--- config.mk ---
export PLATFORM = sky130hd
export DESIGN_NAME = fetch_pc_gen
export DESIGN_NICKNAME = d
export VERILOG_FILES = /design/src/rtl/fetch_pc_gen.sv
export SDC_FILE = /design/constraint.sdc
export NUM_CORES = 1
export LEC_CHECK = 0
export CORE_UTILIZATION = 45
export CTS_CLUSTER_DIAMETER = 150
export CTS_CLUSTER_SIZE = 30
export DETAILED_ROUTE_END_ITERATION = 10
export GPL_TIMING_DRIVEN = 1
export PLACE_DENSITY = 0.66
export SYNTH_ARGS = -nofsm -noshare
export SYNTH_HDL_FRONTEND = slang
export SYNTH_SLANG_ARGS = --single-unit
--- constraint.sdc ---
create_clock -name clk -period 15.9 [get_ports clk]
set_input_delay 4.77 -clock clk [delete_from_list [all_inputs] [get_ports clk]]
set_output_delay 4.77 -clock clk [all_outputs]
set_load 0.02 [all_outputs]
--- src/rtl/fetch_pc_gen.sv ---
// Fetch PC generator: predicts the next fetch PC from the BTB/direction predictor,
// tracks in-flight predictions in a circular queue and redirects on a mispredicted retire.
module fetch_pc_gen #(
    parameter logic [31:0] RESET_PC = 32'h0000_0000,
    parameter int          QDEPTH   = 4
) (
    input  logic        clk,
    input  logic        rst,
    input  logic        i_stall,
    input  logic        i_predict_taken,
    input  logic        i_btb_valid,
    input  logic [31:0] i_btb_target,
    input  logic        i_ex_retire,
    input  logic        i_ex_is_branch,
    input  logic        i_ex_taken,
    input  logic [31:0] i_ex_target,
    output logic [31:0] o_fetch_pc,
    output logic        o_fetch_valid,
    output logic        o_redirect,
    output logic [31:0] o_redirect_pc,
    output logic        o_q_full,
    output logic [15:0] o_branch_count,
    output logic [15:0] o_mispredict_count,
    output logic        o_underflow
);

    localparam int          PW       = $clog2(QDEPTH);
    localparam logic [PW:0] FULL_CNT = (PW + 1)'(QDEPTH);
    localparam logic [PW:0] CNT_ONE  = (PW + 1)'(1);
    localparam logic [PW-1:0] PTR_ONE = PW'(1);

    logic [31:0]   pc_q, pc_d;
    logic          valid_q;
    logic [PW-1:0] wr_q, wr_d, rd_q, rd_d;
    logic [PW:0]   cnt_q, cnt_d;
    logic [15:0]   bcnt_q, bcnt_d, mcnt_q, mcnt_d;
    logic          uf_q, uf_d;

    // The predicted direction is fully implied by the stored predicted next PC,
    // so each entry keeps only the fetch PC and its predicted successor.
    logic [31:0]   q_pc_q [QDEPTH];
    logic [31:0]   q_pn_q [QDEPTH];

    logic          pt, q_full, q_empty, pop, redirect, advance;
    logic [31:0]   pn, hpc, hpn, an;

    always_comb begin
        pt       = i_predict_taken & i_btb_valid;
        pn       = pt ? i_btb_target : pc_q + 32'd4;
        q_full   = (cnt_q == FULL_CNT);
        q_empty  = (cnt_q == '0);
        pop      = i_ex_retire & ~q_empty;
        hpc      = q_pc_q[rd_q];
        hpn      = q_pn_q[rd_q];
        an       = (i_ex_is_branch & i_ex_taken) ? i_ex_target : hpc + 32'd4;
        redirect = pop & (an != hpn) & ~rst;
        advance  = valid_q & ~i_stall & ~q_full & ~redirect;
    end

    always_comb begin
        pc_d   = pc_q;
        wr_d   = wr_q;
        rd_d   = rd_q;
        cnt_d  = cnt_q;
        bcnt_d = bcnt_q;
        mcnt_d = mcnt_q;
        uf_d   = uf_q | (i_ex_retire & q_empty);

        if (redirect) begin
            // Flush: every younger prediction is on the wrong path.
            pc_d  = {an[31:2], 2'b00};
            wr_d  = '0;
            rd_d  = '0;
            cnt_d = '0;
        end else begin
            if (advance) begin
                pc_d = pn;
                wr_d = wr_q + PTR_ONE;
            end
            if (pop) begin
                rd_d = rd_q + PTR_ONE;
            end
            if (advance && !pop) begin
                cnt_d = cnt_q + CNT_ONE;
            end else if (!advance && pop) begin
                cnt_d = cnt_q - CNT_ONE;
            end
        end

        if (pop && i_ex_is_branch && bcnt_q != 16'hFFFF) begin
            bcnt_d = bcnt_q + 16'd1;
        end
        if (redirect && mcnt_q != 16'hFFFF) begin
            mcnt_d = mcnt_q + 16'd1;
        end
    end

    always_ff @(posedge clk or posedge rst) begin
        if (rst) begin
            pc_q    <= RESET_PC;
            valid_q <= 1'b0;
            wr_q    <= '0;
            rd_q    <= '0;
            cnt_q   <= '0;
            bcnt_q  <= '0;
            mcnt_q  <= '0;
            uf_q    <= 1'b0;
        end else begin
            pc_q    <= pc_d;
            valid_q <= 1'b1;
            wr_q    <= wr_d;
            rd_q    <= rd_d;
            cnt_q   <= cnt_d;
            bcnt_q  <= bcnt_d;
            mcnt_q  <= mcnt_d;
            uf_q    <= uf_d;
        end
    end

    // Entry payload needs no reset: occupancy alone decides what is live.
    always_ff @(posedge clk) begin
        if (advance) begin
            q_pc_q[wr_q] <= pc_q;
            q_pn_q[wr_q] <= pn;
        end
    end

    assign o_fetch_pc         = pc_q;
    assign o_fetch_valid      = valid_q;
    assign o_redirect         = redirect;
    assign o_redirect_pc      = {an[31:2], 2'b00};
    assign o_q_full           = q_full;
    assign o_branch_count     = bcnt_q;
    assign o_mispredict_count = mcnt_q;
    assign o_underflow        = uf_q;

endmodule
Word level (Yosys, flattened, before mapping)
Memories as Yosys holds them, arrays and structs flattened.
Cells that the tools add are included.

cells by class
  add/subtract/negate cells = 8
  eq/ne operators = 4
  multiplexer cells = 13
  bitwise gates (word level) = 15
  reductions and logical operators = 11

operators with widths
  operator                                          number
  two-way mux 32 bit                                4
  adder 32 x 3 -> 32 bit, second input constant     2
  adder 16 x 1 -> 16 bit, second input constant     2
  != test 16 bit, second input constant             2
  != test 32 bit                                    1
  bitwise AND 1 bit                                 9
  two-way mux 3 bit                                 3
  two-way mux 2 bit                                 4
  logical AND 1 bit                                 5
  inverter 1 bit                                    5
  adder 2 x 1 -> 2 bit, second input constant       2
  nonzero test 2 bit                                2
  adder 3 x 1 -> 3 bit, second input constant       1
  equality test 3 bit, second input constant        1
  zero test 3 bit                                   1
  nonzero test 3 bit                                1
  subtractor 3 x 1 -> 3 bit, second input constant  1
  zero test 1 bit                                   2
  two-way mux 1 bit                                 2
  bitwise OR 1 bit                                  1

storage, ports and cells
  register bits = 73
  RAM bits = 256
  memories = 2

memories
  memory  depth  bits a word  rd ports  clocked after memory_dff  wr ports  RTL line  text
  q_pc_q  4      32           1         0                         1         41        logic [31:0] q_pc_q [QDEPTH];
  q_pn_q  4      32           1         0                         1         42        logic [31:0] q_pn_q [QDEPTH];

Depth between registers and ports, before layout
An unclocked memory read counts as a cell.

  word-level depth = 13
  depth in mapped cells = 21

Worst setup path after synthesis
OpenSTA, ideal clock, no wires.

  kind = input -> output
  start point = in i_ex_is_branch
  end point = out o_redirect
  arrival = 7.349 ns
  setup slack = 3.781 ns
  stages = 12
  buffers on the path = 2
  cells stage by stage = nand2_1 > mux2i_1 > xnor2_1 > o31ai_1 > a311oi_1 > nand4_1 > or4_1 > nor4_2 > or3_1 > buf_4 > inv_4 > buf_6

between the ends
  word-level cells in the longest chain between the ends = 5

RTL lines
  element                         RTL line  text
  from (decl)                     14        input logic i_ex_is_branch,
  bitwise AND 1 bit               55        an = (i_ex_is_branch & i_ex_taken) ? i_ex_target : hpc + 32'd4;
  two-way mux 32 bit              55
  named net o_redirect_pc[2]      20        output logic [31:0] o_redirect_pc,
  != test 32 bit                  56        redirect = pop & (an != hpn) & ~rst;
  bitwise AND 1 bit (2 in a row)  56
  to (decl)                       19        output logic o_redirect,

The timed path passes the listed nets, and every way through them passes these cells.

Worst setup path after layout
  start point = in i_ex_is_branch
  end point = out o_redirect

between the ends
  word-level cells in the longest chain between the ends = 5

RTL lines
  element                         RTL line
  bitwise AND 1 bit               55
  two-way mux 32 bit              55
  != test 32 bit                  56
  bitwise AND 1 bit (2 in a row)  56

Every way passes these cells.

==> summary.md <==
| Metric | Value |
|---|---|
| Nets | `1,417` |
| Post-DP HPWL | `28,600 um` |
| Hold-fix buffers at CTS | `0` |
| Gr ovfl total | `0` |
| Leak pwr | `0.00616 uW` |
| Filler cells | `3,006` |
| IO buf count | `169` |
| WL/cell | `23.4 um` |
| Post-synth EDFFs | `256` |
| Clock Path Buffers | `3` |
| Share of layout cells above drive strength 1 | `9.23%` |
| Final Wtd Congestion | `0.932` |
| Sequential fraction of the synthesis area | `59.7%` |
| Setup WS pre-CTS | `2380 ps` |
| Initial drt markers | `1,072` |
| Vias/cell | `5.86` |
| Vias in the first global route | `10,300` |
| Critical Path Source | `i_ex_is_branch` |
| Setup_tns | `0 ps` |
| Tightest Hold Check Type | `flop to flop` |
| Final setup viols | `0` |
| First-pass DRT Iterations | `5` |
| Met3 WL post-DR | `2900 um` |
| Routed Antenna Nets | `0` |
| CP arrival | `8740 ps` |
| YS warnings | `0` |
| Resized Gates After CTS | `0` |
| Yosys reg bits | `329` |
| First-pass GRT wire length | `64,200 um` |
| Slew Limit Fails | `0` |
| Die Span Y | `190 um` |
| CTS tree | `yes` |
| Clk_skew | `15.1 ps` |
| # H-tree levels | `1` |
| Initial cell density of the core | `45.9%` |
| Initial antenna violation count | `0` |
| Syn Area/Cell | `13.3 um2` |
| DRT met1 WL | `18,200 um` |
| Cells along the critical path | `clkdlybuf4s50_1 -> nand2_2 -> buf_4 -> mux2i_1 -> xnor2_1 -> o31ai_1 -> a311oi_1 -> nand4_1 -> or4_1 -> nor4_2 -> or3_2 -> inv_4 -> clkdlybuf4s50_1` |
| Most used DFF post-synth | `edfxtp_1` |
| Final Hold Viols | `0` |
| Die X | `190 um` |
| RR Endpoint | `q_pn_q[3][16]` |
| Met2 wire length | `20,200 um` |
| Hold Path Sink | `o_mispredict_count[9]` |
| Die area | `36,200 um2` |
| Worst IR Drop VDD | `82.8 uV` |
| Worst-Margin Slew | `1020 ps` |
| Min-delay src | `o_mispredict_count[9]` |
| Commonest non-fill, non-tap cell in the layout | `edfxtp_1` |
| Wirelength, routed | `42,100 um` |
| GR Util All Layers | `23.6%` |
| CP dominant cell by count | `clkdlybuf4s50_1` |
| Hold depth | `1` |
| Commonest cells after routing, fill and taps aside | `edfxtp_1 (256), clkdlybuf4s50_1 (169), nor2_1 (122)` |
| Crit-path max cell delay | `560 ps` |
| R2R Setup Slk | `8120 ps` |
| DRC viols | `0` |
| PnR worst setup slack | `2390 ps` |
| Core area | `34,700 um2` |
| RSZ-0062 raised after global routing | `false` |
| Largest net degree at the start of global routing | `70` |
| CTS clk-pin slew, worst paths | `120 ps` |
| Max Cap Viol | `0` |
| Post-Synthesis Cells | `1,201` |
| Slew margin rel. | `31.8%` |
| Via count | `10,500` |
| Reg2reg path depth | `13` |
| Multi-input gate area | `5980 um2` |
| Clock Latency Late Sink | `510 ps` |
| Max layer used | `met4` |
| Crit-path leading delay family | `buffers and inverters` |
| Synth Cell Area | `15,900 um2` |
| Fin crit period | `13,510 ps` |
| Status | `finished, final reports clean` |
| FF-to-FF Start | `rd_q[0]` |
| Worst EP required | `11,130 ps` |
| Num rows | `68` |
| P&R area growth vs syn | `15.0%` |
| Slowest-stage cell, CP | `clkdlybuf4s50_1` |
| Post-CTS setup buffers | `0` |
| CTS Buf Count | `14` |
| Post-synth cell types | `77` |
| Buffers and inverters on the worst path | `4` |
| Final Cycle Share | `85.0%` |
| WS Path Type | `primary input to output pin` |
| Async set-reset flop share out of synthesis | `22.2%` |
| Final Instance Count excl. Fillers | `1,799` |
| Dpl cells | `1,775` |
| Clk root buf | `clkbuf_16` |
| Startpoint types | `primary input` |
| Max Clk Rate | `0.0740 GHz` |
| Sink Count | `329` |
| CP max FO | `54` |
| Storage cell area | `9520 um2` |
| PwrDens | `165 nW/um2` |
| Nature of the critical path endpoint | `output pin` |
| Io pins | `172` |
[cells in the mapped netlist, types with 3 or more instances]
| cell type | instances | area, um2 |
|---|---|---|
| or4_1 | 9 | 67.6 |
| nand2_1 | 101 | 379 |
| o21ai_0 | 23 | 115 |
| and2_1 | 9 | 56.3 |
| nand4_1 | 26 | 163 |
| o211a_1 | 3 | 30.0 |
| o211ai_1 | 4 | 30.0 |
| nand2b_1 | 11 | 68.8 |
| a211oi_1 | 8 | 60.1 |
| and3_1 | 21 | 131 |
| inv_1 | 21 | 78.8 |
| nor2b_1 | 5 | 31.3 |
| buf_1 | 5 | 18.8 |
| nor2_1 | 122 | 458 |
| mux2_1 | 3 | 33.8 |
| nor3_1 | 10 | 50.1 |
| a221o_1 | 3 | 30.0 |
| buf_4 | 17 | 128 |
| dfrtp_1 | 73 | 1830 |
| buf_6 | 6 | 67.6 |
| o21a_1 | 3 | 22.5 |
| clkbuf_1 | 25 | 93.8 |
| or3_1 | 10 | 62.6 |
| a31oi_1 | 22 | 138 |
| edfxtp_1 | 256 | 7690 |
| ha_1 | 8 | 100 |
| o31ai_1 | 8 | 60.1 |
| xor2_1 | 61 | 534 |
| nor4_1 | 9 | 56.3 |
| mux2i_1 | 21 | 210 |
| mux2_2 | 7 | 78.8 |
| mux4_2 | 64 | 1440 |
| buf_2 | 8 | 40.0 |
| a21o_1 | 4 | 30.0 |
| nand3_1 | 36 | 180 |
| xnor2_1 | 61 | 534 |
| nand3_2 | 3 | 30.0 |
| and4_1 | 5 | 43.8 |
| a21oi_1 | 63 | 315 |
[through the flow]
step                power (uW)  cell area, um2  utilization (%)  hold slack (ps)
detailed placement        2620           17900             51.7              458
global route              3190           18300             52.8              511
floorplan                 2140           15900                -              531
finish                    3030           18300             52.8              497
CTS                       3040           18300             52.8              495
global placement          2600           17900             51.7              465
[per-layer routing]
| metal | up-vias | GRT usage (%) |
|---|---|---|
| li1 | 4767 | - |
| met1 | 5326 | 34.3 |
| met2 | 413 | 38.2 |
| met3 | 40 | 3.22 |
| met4 | 0 | 4.80 |
| met5 | - | 0 |
[worst register-to-register path, stage by stage (launching register included)]
cell and delay [ps]:
dfrtp_4 800, buf_4 780, mux4_2 520, nand2_1 160, or4_1 790, nor4_4 550, xor3_1 410, o31ai_1 340
o2111ai_1 230, nor4_2 430, or3_2 220, buf_4 640, and3_2 920, buf_4 610
[state kept, by name (all words and copies together), names as in the netlist]
name and cells:
o_mispredict_count 16, wr_q 2, q_pn_q 128, o_fetch_pc 32, q_pc_q 128, o_branch_count 16, rd_q 2, cnt_q 3
o_underflow 1, o_fetch_valid 1
[report_power, final]
part / switching (uW) / leakage, uW / internal, uW / total (uW)
sequential: 174 / 0.00320 / 1140 / 1320
combinational: 739 / 0.00277 / 547 / 1290
clock: 250 / 0.000194 / 179 / 429
[layout make-up]
| type | instances | area share (%) |
|---|---|---|
| Multi-Input combinational cell | 788 | 32.6 |
| Tap cell | 455 | 3.10 |
| Clock buffer | 23 | 2.21 |
| Antenna cell | 1 | 0.0136 |
| Sequential cell | 329 | 51.9 |
| Inverter | 22 | 0.471 |
| Timing Repair Buffer | 181 | 9.71 |
[kinds of logic after synthesis]
group           Yosys count  synth area share [%]
mux                      95                  11.1
other cells               2                0.0471
compound gates          167                  6.68
simple gates            391                  12.0
buf+inv                  85                  2.97
flops                   329                  59.7
xor+xnor                123                  6.85
fa+ha+maj                 9                 0.753
[worst max-delay path by stage]
stage          depth (start not counted)         end
2_1_floorplan                         12  o_redirect
3_3_place_gp                          13  o_redirect
3_5_place_dp                          13  o_redirect
4_1_cts                               13  o_redirect
5_1_grt                               13  o_redirect
6_report                              13  o_redirect
No activity file was read; power rests on OpenSTA's default activity.
